[src/rtl/hazard_stall_unit_pkg.sv]
// rtl/hazard_stall_unit_pkg.sv - shared state encoding, constants and operand-hit helper
package hazard_stall_unit_pkg;

  typedef enum logic [1:0] {
    RUN          = 2'd0,
    FREEZE       = 2'd1,
    FREEZE_FLUSH = 2'd2
  } state_t;

  localparam logic [4:0] REG_ZERO      = 5'd0;
  localparam int         CNT_W_DEFAULT = 16;

  // True when a producer tag r feeds a source operand actually read in ID; x0 never hits.
  function automatic logic rs_hit(input logic [4:0] r,
                                  input logic [4:0] rs1, input logic use1,
                                  input logic [4:0] rs2, input logic use2);
    return (r != REG_ZERO) && (((r == rs1) && use1) || ((r == rs2) && use2));
  endfunction

endpackage

[src/rtl/hazard_perf_counter.sv]
// rtl/hazard_perf_counter.sv - one saturating event counter
module hazard_perf_counter #(
  parameter int W = 16
) (
  input  logic         clk,
  input  logic         rst,
  input  logic         inc,
  output logic [W-1:0] count
);

  always_ff @(posedge clk or posedge rst) begin
    if (rst)
      count <= '0;
    else if (inc && (count != {W{1'b1}}))
      count <= count + W'(1);
  end

endmodule

[src/rtl/hazard_stall_unit.sv]
// rtl/hazard_stall_unit.sv - load-use/branch interlock, redirect flush and memory-wait freeze
// Optional performance counters are built when HAZARD_PERF_EN is defined.
module hazard_stall_unit
  import hazard_stall_unit_pkg::*;
#(
  parameter int CNT_W = CNT_W_DEFAULT
) (
  input  logic             CLK,
  input  logic             RST,
  input  logic [4:0]       ID_rs1,
  input  logic [4:0]       ID_rs2,
  input  logic             ID_useRs1,
  input  logic             ID_useRs2,
  input  logic             ID_isBranch,
  input  logic [4:0]       EX_rd,
  input  logic             EX_writeToReg,
  input  logic             EX_memRead,
  input  logic [4:0]       MEM_rd,
  input  logic             MEM_memRead,
  input  logic             EX_redirect,
  input  logic             MEM_busy,
  output logic             PC_write,
  output logic             IFID_write,
  output logic             IFID_flush,
  output logic             IDEX_bubble,
  output logic             pipe_freeze,
  output logic [CNT_W-1:0] perf_loadUse,
  output logic [CNT_W-1:0] perf_brStall,
  output logic [CNT_W-1:0] perf_flush
);

  state_t state, next_state;
  logic   ex_hit, mem_hit, load_use, br_haz, stall, run_eval;

  assign ex_hit   = rs_hit(EX_rd,  ID_rs1, ID_useRs1, ID_rs2, ID_useRs2);
  assign mem_hit  = rs_hit(MEM_rd, ID_rs1, ID_useRs1, ID_rs2, ID_useRs2);
  assign load_use = EX_memRead && EX_writeToReg && ex_hit;
  assign br_haz   = ID_isBranch && ((EX_writeToReg && ex_hit) || (MEM_memRead && mem_hit));
  assign stall    = load_use || br_haz;

  always_comb begin
    PC_write    = 1'b1;
    IFID_write  = 1'b1;
    IFID_flush  = 1'b0;
    IDEX_bubble = 1'b0;
    pipe_freeze = 1'b0;
    run_eval    = 1'b0;
    next_state  = state;
    if (RST) begin
      PC_write    = 1'b0;
      IFID_write  = 1'b0;
      IFID_flush  = 1'b1;
      IDEX_bubble = 1'b1;
      next_state  = RUN;
    end else if (MEM_busy && (state != RUN || MEM_busy)) begin
      // Any state freezes while memory holds; a redirect seen now is remembered.
      PC_write    = 1'b0;
      IFID_write  = 1'b0;
      pipe_freeze = 1'b1;
      if (EX_redirect || state == FREEZE_FLUSH)
        next_state = FREEZE_FLUSH;
      else
        next_state = FREEZE;
    end else if (state == FREEZE_FLUSH) begin
      // IF/ID is written with a NOP, so its enable stays high during a flush.
      IFID_flush  = 1'b1;
      IDEX_bubble = 1'b1;
      next_state  = RUN;
    end else begin
      run_eval   = 1'b1;
      next_state = RUN;
      if (EX_redirect) begin
        IFID_flush  = 1'b1;
        IDEX_bubble = 1'b1;
      end else if (stall) begin
        PC_write    = 1'b0;
        IFID_write  = 1'b0;
        IDEX_bubble = 1'b1;
      end
    end
  end

  always_ff @(posedge CLK or posedge RST) begin
    if (RST)
      state <= RUN;
    else
      state <= next_state;
  end

`ifdef HAZARD_PERF_EN
  hazard_perf_counter #(.W(CNT_W)) u_cnt_load_use (
    .clk(CLK), .rst(RST), .inc(run_eval && load_use && !EX_redirect), .count(perf_loadUse)
  );
  hazard_perf_counter #(.W(CNT_W)) u_cnt_br_stall (
    .clk(CLK), .rst(RST), .inc(run_eval && br_haz && !load_use && !EX_redirect),
    .count(perf_brStall)
  );
  hazard_perf_counter #(.W(CNT_W)) u_cnt_flush (
    .clk(CLK), .rst(RST), .inc(IFID_flush && !RST), .count(perf_flush)
  );
`else
  assign perf_loadUse = '0;
  assign perf_brStall = '0;
  assign perf_flush   = '0;
  logic unused_run_eval;
  assign unused_run_eval = run_eval;
`endif

endmodule

[config.mk]
export PLATFORM = sky130hd
export DESIGN_NAME = hazard_stall_unit
export DESIGN_NICKNAME = d
export VERILOG_FILES = /design/src/rtl/hazard_stall_unit_pkg.sv /design/src/rtl/hazard_perf_counter.sv /design/src/rtl/hazard_stall_unit.sv
export SDC_FILE = /design/constraint.sdc
export NUM_CORES = 1
export LEC_CHECK = 0
export BUFFER_PORTS_ARGS = -buffer_cell sky130_fd_sc_hd__buf_2
export CORE_MARGIN = 8
export CORE_UTILIZATION = 34
export CTS_CLUSTER_SIZE = 40
export DETAILED_ROUTE_END_ITERATION = 16
export GPL_ROUTABILITY_DRIVEN = 1
export PLACE_DENSITY = 0.9
export SYNTH_ARGS = -nofsm -noshare
export SYNTH_HDL_FRONTEND = slang
export SYNTH_SLANG_ARGS = --single-unit
[constraint.sdc]
create_clock -name CLK -period 2.6 [get_ports CLK]
set_input_delay 0.52 -clock CLK [delete_from_list [all_inputs] [get_ports CLK]]
set_output_delay 0.52 -clock CLK [all_outputs]
set_load 0.005 [all_outputs]
==> results.toml <==
[outcome]
run_status = "finished clean"

[pwr]
internal_power_mw = 0.1295
clkPwrFrac_pct = 32.3
power_density_mw_per_mm2 = 257.6
pwr-share-comb_pct = 51.4
power.switching_fraction_pct = 35.89
switching_power_mw = 0.07251
irDropWorstVdd_v = 0.0001229
power.share.sequential_pct = 16.3
power_leakage_nw = 0.4315

[place]
placement.cell_area_sq_um = 762.0
place_congestion = 0.8072
place.detailed.hpwl_microns = 1681
place.port_buffers = 34

[clock_network]
insertion_delay_ns = 0.21
cts_htree_levels = 1
post_cts.resized_instances = 0
cts_num_sinks = 2
clockBufferDepth = 2
tritoncts = "yes"
cts_hold_repair.buffers = 0
cts_made_buffers = 3
cts_post_setup_buffers_inserted = 0
cts_root_cell = "clkbuf_4"
clk_pin_slew_worst_paths_ns = 0.03

[cells_and_area]
largestRegisters = "state (2)"
final_layout_size_suffix_gt1_share_pct = 28.36
largest_register_ff_count = 2
antenna_cells = 0
nNetsFinal = 166
largest_register = "state"
finish.instance_area_sq_um = 784.5
area_growth_syn_to_layout_pct = 4.849

[timing]
final_setup_violation_count = 0
tns_ns = 0
rsz0062_at_grt = "no"
finalCritPeriodShare_pct = 93.68
report.final.slew_viol_count = 0
report.final.hold_viol_count = 0
clock_skew_ns = 0.0001698
max_freq_mhz = 410.5
finalCriticalPeriod_ns = 2.436

[detailed_routing]
routed_wire_length_per_instance_microns = 10.82
drt_pass1_iterations = 4
avgViaCountPerCell = 3.673
drc_errors = 0
antenna_violating_nets_post_route = 0
totalWireLength_microns = 1753
vias = 595
1st_iter_drt_viols = 11

[logic_synthesis]
synth-seq-cells = 2
post_synth_main_area_contributors = "buf_4, xnor2_1, dfrtp_1"
netlist_instances = 99
synth_largest_area_cell = "buf_4"
synth_top_flop_cell = "dfrtp_1"
synthesis.yosys.warnings = 0
synth.yosys.seq_area_share_pct = 6.689
post-synth-top-count-cell = "buf_4"
synth_area_per_cell_sq_um = 7.558
synth_area_sq_um = 748.2
netlist.area_leader.share_pct = 49.16
netlist-cell-type-count = 18
synth_commonest_cells = "buf_4, xnor2_1, nand2_1"
synth_async_sr_flop_share_pct = 100.0
post_synth_edffs = 0

[global_route]
grt_max_degree = 5
grt_use_total_pct = 8.979
grt_pass1_vias = 696
overflow_left_after_global_routing = 0
antenna_found_initial = 0
grt_pass1_wl_microns = 3063

[floorplanning]
start_util_pct = 34.83
floorplan.die.width_microns = 62.91
placement_rows = 17
floorplan.io_pins = 83
total_die_area_sq_mm = 0.003958
vertical_extent_of_the_die_microns = 62.91
core_area_sq_mm = 0.002148

[setup_path]
arrival_ns = 1.92
highest_net_fanout_along_the_worst_path = 3
worstSetupEndpointType = "output port"
worst-setup-path-type = "input pin to output port"
critPathRequiredTime_ns = 2.08
timing.critical_path.from_type = "input pin"

[hold_path]
type_of_the_tightest_min_delay_check = "input pin to async pin"

[flow_run]
max-cap-violations = 0
[layout make-up]
cell class | count | area [sq um]
clock buffers | 3 | 22.52
fillers | 248 | 1364
inverters | 3 | 11.26
multi-input cells | 92 | 495.5
flip-flops and latches | 2 | 50.05
well taps | 28 | 35.03
repair buffers | 34 | 170.2
[kinds of logic (layout without fill, tap and decap cells)]
logic type      Yosys count  after routing  synth area share, %
buf+inv                  52             40                50.67
flops                     2              2                6.689
simple gates             14             14                9.198
compound gates           10             10                9.532
other cells               1             48               0.5012
xor+xnor                 20             20                23.41
[per-stage QoR]
step,cells,hold WS (ns),util (%),setup WS (ns),total power [mW]
2_1_floorplan,146,0.2751,-,0.3076,0.1440
3_3_place_gp,159,0.4020,35.47,0.1632,0.1323
3_5_place_dp,159,0.4059,35.47,0.1536,0.1339
4_1_cts,162,0.1800,36.52,0.1536,0.2013
5_1_grt,162,0.1670,36.52,0.08223,0.2288
6_report,162,0.1819,36.52,0.1642,0.2021
[worst max-delay path, stage by stage]
cell	delay [ns]
buf_2	0.12
or3_1	0.38
o311a_1	0.29
a22o_1	0.23
a211oi_2	0.23
buf_2	0.15
[final timing paths]
check | end | from | cells after the start | slack (ns)
setup / recovery | PC_write | MEM_rd[0] | 6 | 0.16
hold / removal | state[1]$_DFF_PP0_ | RST | 2 | 0.18
setup reg to reg | state[0]$_DFF_PP0_ | state[1]$_DFF_PP0_ | 2 | 1.74
hold reg to reg | state[1]$_DFF_PP0_ | state[1]$_DFF_PP0_ | 2 | 0.57
max in group asynchronous | state[0]$_DFF_PP0_ | RST | 2 | 2.29
min in group CLK | state[1]$_DFF_PP0_ | state[1]$_DFF_PP0_ | 2 | 0.57
[power by group through the flow]
| stage | logic [mW] | registers [mW] | clock network [mW] |
|---|---|---|---|
| floorplan | 0.111 | 0.0332 | 0 |
| global placement | 0.0991 | 0.0333 | 0 |
| detailed placement | 0.101 | 0.0333 | 0 |
| CTS | 0.101 | 0.0330 | 0.0672 |
| global route | 0.118 | 0.0331 | 0.0779 |
| finish | 0.104 | 0.0330 | 0.0652 |
[cells in the final DEF, fill, tap and decap left out]
cell and count:
clkbuf_4 3, nand4_1 4, nor2_1 2, buf_2 34
or3_1 1, xnor2_1 20, a22o_1 1, nand2_1 5
nor3_1 1, conb_1 48, o311a_1 1, o22ai_1 2
and2_1 1, a21o_1 1, a211oi_2 1, a21oi_1 2
dfrtp_1 2, o21ai_0 2, inv_1 3
[routing by layer]
metal | global-route usage [%] | share of wire (%) | vias up
met5 | 0 | 0 | -
met4 | 3.419 | 0 | 0
met3 | 5.018 | 14 | 0
met2 | 14.85 | 48 | 47
met1 | 9.201 | 37 | 255
li1 | - | - | 293
Note: power is estimated with default switching activity, not from simulation.
